**src/rtl/ecp5_pll_phase_ctl_pkg.sv**
```systemverilog
// Shared types and constants for the ECP5 PLL dynamic phase sequencer.
package ecp5_pll_phase_pkg;

   typedef enum logic [2:0] {
      IDLE,
      SETUP,
      STEP_LO,
      STEP_HI,
      LOAD,
      SETTLE,
      DONE
   } state_e;

   localparam logic [1:0] CH_CLKOP  = 2'd0;
   localparam logic [1:0] CH_CLKOS  = 2'd1;
   localparam logic [1:0] CH_CLKOS2 = 2'd2;
   localparam logic [1:0] CH_CLKOS3 = 2'd3;

endpackage

```
**src/rtl/ecp5_pll_phase_ctl_if.sv**
```systemverilog
// Request handshake between a phase-shift requester and the sequencer.
interface ecp5_pll_phase_ctl_if #(
   parameter int COUNT_W = 8
);
   logic               req_valid;
   logic               req_ready;
   logic [1:0]         req_sel;
   logic               req_dir;
   logic [COUNT_W-1:0] req_count;

   modport master (output req_valid, req_sel, req_dir, req_count, input req_ready);
   modport slave  (input req_valid, req_sel, req_dir, req_count, output req_ready);
endinterface

```
**src/rtl/ecp5_pll_phase_ctl_pll_lock_sync.sv**
```systemverilog
// Two-flop synchronizer bringing the PLL LOCK pin into the clk domain.
module pll_lock_sync (
   input  logic clk,
   input  logic rst_n,
   input  logic d,
   output logic q
);
   logic s1;

   // Plain two-stage shift; reads as "not locked" out of reset.
   always_ff @(posedge clk or negedge rst_n) begin
      if (!rst_n) begin
         s1 <= 1'b0;
         q  <= 1'b0;
      end else begin
         s1 <= d;
         q  <= s1;
      end
   end
endmodule

```
**src/rtl/ecp5_pll_phase_ctl.sv**
```systemverilog
// ECP5 EHXPLLL dynamic phase-adjust sequencer: one request at a time, timed
// active-low PHASESTEP/PHASELOADREG strobes, completion after PLL re-lock.
// Optional macro PLL_PHASE_TRACK_EN adds per-channel position counters (pos).
module ecp5_pll_phase_ctl #(
   parameter int SETUP      = 2,
   parameter int STEP_LOW   = 4,
   parameter int STEP_HIGH  = 4,
   parameter int LOAD_WIDTH = 4,
   parameter int COUNT_W    = 8,
   parameter int POS_W      = 8
) (
   input  logic                clk,
   input  logic                rst_n,
   ecp5_pll_phase_ctl_if.slave req,
   input  logic                pll_locked,
   output logic [1:0]          phasesel,
   output logic                phasedir,
   output logic                phasestep,
   output logic                phaseloadreg,
   output logic                busy,
   output logic                done
`ifdef PLL_PHASE_TRACK_EN
   ,
   output logic [4*POS_W-1:0]  pos
`endif
);
   import ecp5_pll_phase_pkg::*;

   // One down-counter serves every timed state, so size it for the longest.
   localparam int M1   = (SETUP > STEP_LOW) ? SETUP : STEP_LOW;
   localparam int M2   = (STEP_HIGH > LOAD_WIDTH) ? STEP_HIGH : LOAD_WIDTH;
   localparam int MAXD = (M1 > M2) ? M1 : M2;
   localparam int CW   = $clog2(MAXD + 1);

   localparam logic [CW-1:0] SETUP_LD = CW'(SETUP - 1);
   localparam logic [CW-1:0] LO_LD    = CW'(STEP_LOW - 1);
   localparam logic [CW-1:0] HI_LD    = CW'(STEP_HIGH - 1);
   localparam logic [CW-1:0] LOAD_LD  = CW'(LOAD_WIDTH - 1);

   state_e             state, state_nxt;
   logic [CW-1:0]      cnt, cnt_nxt;
   logic [COUNT_W-1:0] steps, steps_nxt;
   logic               locked_s;
   logic               accept;

   pll_lock_sync u_lock_sync (.clk(clk), .rst_n(rst_n), .d(pll_locked), .q(locked_s));

   // req_ready is only ever high while IDLE, so this implies IDLE.
   assign accept = req.req_valid & req.req_ready;

   // Next state, cycle counter and remaining-step bookkeeping.
   always_comb begin
      state_nxt = state;
      cnt_nxt   = cnt - 1'b1;
      steps_nxt = steps;
      case (state)
         IDLE: begin
            cnt_nxt = '0;
            if (accept) begin
               steps_nxt = req.req_count;
               if (req.req_count == '0) begin
                  state_nxt = DONE;
               end else begin
                  state_nxt = ecp5_pll_phase_pkg::SETUP;
                  cnt_nxt   = SETUP_LD;
               end
            end
         end
         ecp5_pll_phase_pkg::SETUP: begin
            if (cnt == '0) begin
               state_nxt = STEP_LO;
               cnt_nxt   = LO_LD;
            end
         end
         STEP_LO: begin
            if (cnt == '0) begin
               state_nxt = STEP_HI;
               cnt_nxt   = HI_LD;
            end
         end
         STEP_HI: begin
            if (cnt == '0) begin
               steps_nxt = steps - 1'b1;
               if (steps != COUNT_W'(1)) begin
                  state_nxt = STEP_LO;
                  cnt_nxt   = LO_LD;
               end else begin
                  state_nxt = LOAD;
                  cnt_nxt   = LOAD_LD;
               end
            end
         end
         LOAD: begin
            if (cnt == '0) begin
               state_nxt = SETTLE;
               cnt_nxt   = '0;
            end
         end
         SETTLE: begin
            cnt_nxt = '0;
            if (locked_s) state_nxt = DONE;
         end
         DONE: begin
            cnt_nxt   = '0;
            state_nxt = IDLE;
         end
         default: begin
            cnt_nxt   = '0;
            state_nxt = IDLE;
         end
      endcase
   end

   // State register.
   always_ff @(posedge clk or negedge rst_n) begin
      if (!rst_n) begin
         state <= IDLE;
         cnt   <= '0;
         steps <= '0;
      end else begin
         state <= state_nxt;
         cnt   <= cnt_nxt;
         steps <= steps_nxt;
      end
   end

   // Outputs registered from next state so the PLL pins never see decode glitches.
   always_ff @(posedge clk or negedge rst_n) begin
      if (!rst_n) begin
         req.req_ready <= 1'b0;
         phasesel      <= '0;
         phasedir      <= 1'b0;
         phasestep     <= 1'b1;
         phaseloadreg  <= 1'b1;
         busy          <= 1'b0;
         done          <= 1'b0;
      end else begin
         req.req_ready <= (state_nxt == IDLE) & locked_s;
         if (accept) begin
            phasesel <= req.req_sel;
            phasedir <= req.req_dir;
         end
         phasestep    <= (state_nxt != STEP_LO);
         phaseloadreg <= (state_nxt != LOAD);
         busy         <= !(state_nxt inside {IDLE, DONE});
         done         <= (state_nxt == DONE);
      end
   end

`ifdef PLL_PHASE_TRACK_EN
   logic [3:0][POS_W-1:0] pos_q;

   assign pos = pos_q;

   // Track each channel's net step count at the end of every low strobe.
   always_ff @(posedge clk or negedge rst_n) begin
      if (!rst_n) begin
         pos_q <= '0;
      end else if (state == STEP_LO && cnt == '0) begin
         pos_q[phasesel] <= phasedir ? pos_q[phasesel] + 1'b1 : pos_q[phasesel] - 1'b1;
      end
   end
`endif

endmodule
```
**src/flat_wrapper.sv**
```systemverilog
// flat-port wrapper written by rule: the top's interface ports become plain ports
module ecp5_pll_phase_ctl_flat import ecp5_pll_phase_pkg::*;
#(
   parameter int SETUP      = 2,
   parameter int STEP_LOW   = 4,
   parameter int STEP_HIGH  = 4,
   parameter int LOAD_WIDTH = 4,
   parameter int COUNT_W    = 8,
   parameter int POS_W      = 8
)
  (clk, rst_n, pll_locked, phasesel, phasedir, phasestep, phaseloadreg, busy, done, req_req_valid, req_req_sel, req_req_dir, req_req_count, req_req_ready);
  ecp5_pll_phase_ctl_if #(.COUNT_W(COUNT_W)) req_i ();
  input  logic clk;
  input  logic rst_n;
  input  logic pll_locked;
  output logic [1:0] phasesel;
  output logic phasedir;
  output logic phasestep;
  output logic phaseloadreg;
  output logic busy;
  output logic done;
  input wire logic [$bits(req_i.req_valid)-1:0] req_req_valid;
  input wire logic [$bits(req_i.req_sel)-1:0] req_req_sel;
  input wire logic [$bits(req_i.req_dir)-1:0] req_req_dir;
  input wire logic [$bits(req_i.req_count)-1:0] req_req_count;
  output wire logic [$bits(req_i.req_ready)-1:0] req_req_ready;
  assign req_i.req_valid = req_req_valid;
  assign req_i.req_sel = req_req_sel;
  assign req_i.req_dir = req_req_dir;
  assign req_i.req_count = req_req_count;
  assign req_req_ready = req_i.req_ready;
  ecp5_pll_phase_ctl #(.SETUP(SETUP), .STEP_LOW(STEP_LOW), .STEP_HIGH(STEP_HIGH), .LOAD_WIDTH(LOAD_WIDTH), .COUNT_W(COUNT_W), .POS_W(POS_W)) u_core (.clk(clk), .rst_n(rst_n), .req(req_i), .pll_locked(pll_locked), .phasesel(phasesel), .phasedir(phasedir), .phasestep(phasestep), .phaseloadreg(phaseloadreg), .busy(busy), .done(done));
endmodule
```
**config.mk**
```make
export PLATFORM = sky130hd
export DESIGN_NAME = ecp5_pll_phase_ctl_flat
export DESIGN_NICKNAME = d
export VERILOG_FILES = /design/src/rtl/ecp5_pll_phase_ctl_pkg.sv /design/src/rtl/ecp5_pll_phase_ctl_if.sv /design/src/rtl/ecp5_pll_phase_ctl_pll_lock_sync.sv /design/src/rtl/ecp5_pll_phase_ctl.sv /design/src/flat_wrapper.sv
export SDC_FILE = /design/constraint.sdc
export NUM_CORES = 1
export LEC_CHECK = 0
export CAP_MARGIN = 5
export CORE_MARGIN = 4
export CORE_UTILIZATION = 56
export DETAILED_ROUTE_END_ITERATION = 10
export GPL_ROUTABILITY_DRIVEN = 0
export PLACE_DENSITY = 0.94
export SYNTH_ARGS = -nofsm -noshare
export SYNTH_HDL_FRONTEND = slang
export SYNTH_HIERARCHICAL = 1
export SYNTH_SLANG_ARGS = --single-unit
```
**constraint.sdc**
```tcl
create_clock -name clk -period 3 [get_ports clk]
set_clock_uncertainty 0.15 [all_clocks]
set_input_delay 0.45 -clock clk [delete_from_list [all_inputs] [get_ports clk]]
set_output_delay 0.45 -clock clk [all_outputs]
set_load 0.02 [all_outputs]
```
==> metrics.md <==
| Metric | Value |
|---|---|
| Crit path DAT | about 2.2 ns |
| Mapped Nets | between 100 and 150 |
| Yosys cell types | 45 |
| Clock Power Share | 0.117 |
| Synth Register Bits | 24 |
| Total gr overflow | 0 |
| Die area | 3220 µm² |
| # diodes | 0 |
| Slew Limit Fails | 0 |
| Post-cts sizing count | 0 |
| CP Max Fanout | 18 |
| Detail Route Antenna Nets | 0 |
| Die Ht | ~57 µm |
| CTS tree | yes |
| Final net count | approximately 170 |
| First-pass GRT wire length | a little over 5 mm |
| Std-Cell Rows | 17 |
| Number of max-cap violations | 0 |
| Dpl hpwl | about 2.2 mm |
| HP Start | u_core/u_lock_sync/s1 |
| Die X | 56.8 µm |
| Max Root-Sink Buffers | 2 |
| NetSw | between 500 and 600 µW |
| Clk sinks | 24 |
| DR vias/cell | around 6.2 |
| Cell internal pwr | approximately 860 µW |
| Switch share | 0.410 |
| Async S/R FF share, synth | 1.00 |
| Worst Setup SP | u_core/state[2] |
| Worst setup EP type | register |
| CTS buffer count | 3 |
| Post-CTS Setup Repair Bufs | 0 |
| Final Total Pwr | 1460 µW |
| Top_reg_cell synth | dfrtp_1 |
| DR iter-0 viols | just over 60 |
| Post-Place Cells | between 150 and 200 |
| Minimum clock period after layout | around 2.2 ns |
| Fin cells | about 180 |
| DP Worst Slack | a little under 0.7 ns |
| DR DRC count | 0 |
| Pwr per Cell Area | around 910 nW/µm² |
| Status | finished clean |
| Unrepaired setup endpoints after global routing | no |
| Total track usage | 0.207 |
| Syn_area_per_cell | ~10 µm² |
| Total negative slack | 0 ns |
| Total core area | about 2200 µm² |
| Post-Syn Area | around 1300 µm² |
| H-tree levels | 1 |
| Routed wire length | 2.99 mm |
| Via count | between 1000 and 1500 |
| Hold Path Class | register to register |
| Number of synthesized flops with an enable pin | 0 |
| I/O Pins | 23 |
| Max_slew headroom | 0.573 |
| Fmax | around 460 MHz |
| VDD IR-drop max | around 0.00049 V |
| Tcrit/Tclk final | 0.724 |
| WS Path Type | register to register |
| Mapped Cells | around 130 |
| Worst Setup Start Kind | register |
| Area grow syn2layout | 20.6% |
| Port bufs | 22 |
| Vias in the first global route | around 1100 |
| Largest net degree at the start of global routing | 25 |
| Antenna violations before repair | 0 |
| Seq/Total Area, Yosys | 0.453 |
| Clock latency on the worst-skew pair | 0.32 ns |
| Worst r2r src | u_core/state[2] |
| Per-cell routed wire length | about 17 µm |
| Root buffer cell | clkbuf_4 |
| PnR worst setup slack | approximately 0.83 ns |
| Worst slew pin tran | between 0.6 and 0.7 ns |
| Comb power frac | 0.482 |
| LEAKAGE | between 0.0006 and 0.0007 µW |
| Clk pin slew, worst setup/hold paths | 0.13 ns |
| Initial cell density of the core | 0.596 |
| Detailed Routing Iterations Pass 1 | 4 |
| Req. time, crit path | just over 3 ns |
| Fraction of layout cells with a size suffix above 1 | 0.150 |
| # hold bufs at CTS | 0 |
| Sequential share of power | 0.401 |
| Synth Warn # | 6 |
| Final Hold Viols | 0 |
| Final setup viols | 0 |
area by class of cell:
cell class | count | area (µm²)
clock buffers | 4 | 36.3
fillers | 163 | 628
inverters | 5 | 18.8
multi-input cells | 97 | 684
flip-flops and latches | 24 | 603
well taps | 28 | 35.0
repair buffers | 23 | 228
metrics by stage:
stage | instance area (µm²) | hold WS, ns | util
after global placement | 1570 | 0.183 | 0.703
after CTS | 1610 | 0.215 | 0.719
after detailed placement | 1570 | 0.186 | 0.703
after global routing | 1610 | 0.220 | 0.719
after floorplan | 1330 | 0.00441 | -
final | 1610 | 0.212 | 0.719
synth_stat cells (all sizes together) (3+ instances only):
cell,instances,area share
or4,3,0.023
dfrtp,22,0.41
a22oi,3,0.017
nand2b,3,0.014
o22ai,4,0.023
a21oi,9,0.034
or2,3,0.014
inv,5,0.014
nor4,5,0.035
nor3,3,0.011
nand3,3,0.011
mux2,3,0.025
o21ai,6,0.025
buf,5,0.019
o2bb2ai,4,0.026
nor2,11,0.033
nand2,11,0.031
cell usage in the layout (no fill, tap or decap), drive strengths merged, types with 2 or more instances in the layout:
cell type / n
o2bb2ai: 4
nor2b: 2
nor4: 5
or2: 3
a22oi: 3
nand3: 3
o22ai: 4
nand2: 11
or3: 2
a21oi: 9
mux2: 3
nor2: 11
dfrtp: 22
inv: 5
a211oi: 2
nor3: 3
ha: 2
nand2b: 3
o21ai: 6
dfstp: 2
clkdlybuf4s50: 22
or4: 3
clkbuf: 4
worst paths after layout:
check	depth (start not counted)	endpoint	slack, ns
setup / recovery	4	u_core/steps[5]	0.83
hold / removal	0	u_core/u_lock_sync/q	0.21
setup reg to reg	4	u_core/steps[5]	0.83
hold reg to reg	0	u_core/u_lock_sync/q	0.21
max in group asynchronous	2	u_core/phaseloadreg	2.09
min in group asynchronous	2	u_core/steps[4]	0.32
routing by layer:
metal,routed length [µm],part of all wire,global-route usage,up-vias
met3,192,0.064,0.0506,4
met4,43,0.014,0.0960,0
met5,0,0,0,-
met2,1520,0.51,0.350,48
met1,1240,0.41,0.245,534
li1,-,-,-,533
worst max-delay path: stages, from the launching register on:
cell and delay, ns:
dfrtp_1 0.56, nand3b_1 0.60, o22ai_2 0.45, o21ai_0 0.15, o2bb2ai_1 0.15
power by group through the flow:
stage          Clock (µW)  Combinational (µW)  Sequential [µW]
2_1_floorplan           0                 475              587
3_3_place_gp            0                 664              573
3_5_place_dp            0                 699              585
4_1_cts               173                 701              580
5_1_grt               194                 773              607
6_report              171                 702              583
cell families after synthesis:
group / count (synthesis) / share of synthesized area
and+or+nand+nor: 56 / 0.268
AOI/OAI and AO/OA: 34 / 0.188
DFF: 24 / 0.453
buffers and inverters: 10 / 0.0329
muxes: 4 / 0.0329
adders and majority gates: 2 / 0.0188
xor gates and xnor gates: 1 / 0.00658
sequential cells by signal, indices dropped and copies added, names as in the netlist:
name                   flops
u_core/busy                1
u_core/cnt                 3
u_core/done                1
u_core/phasedir            1
u_core/phaseloadreg        1
u_core/phasesel            2
u_core/phasestep           1
u_core/req.req_ready       1
u_core/state               3
u_core/steps               8
u_core/u_lock_sync/q       1
u_core/u_lock_sync/s1      1
Note: power is estimated with default switching activity, not from simulation.
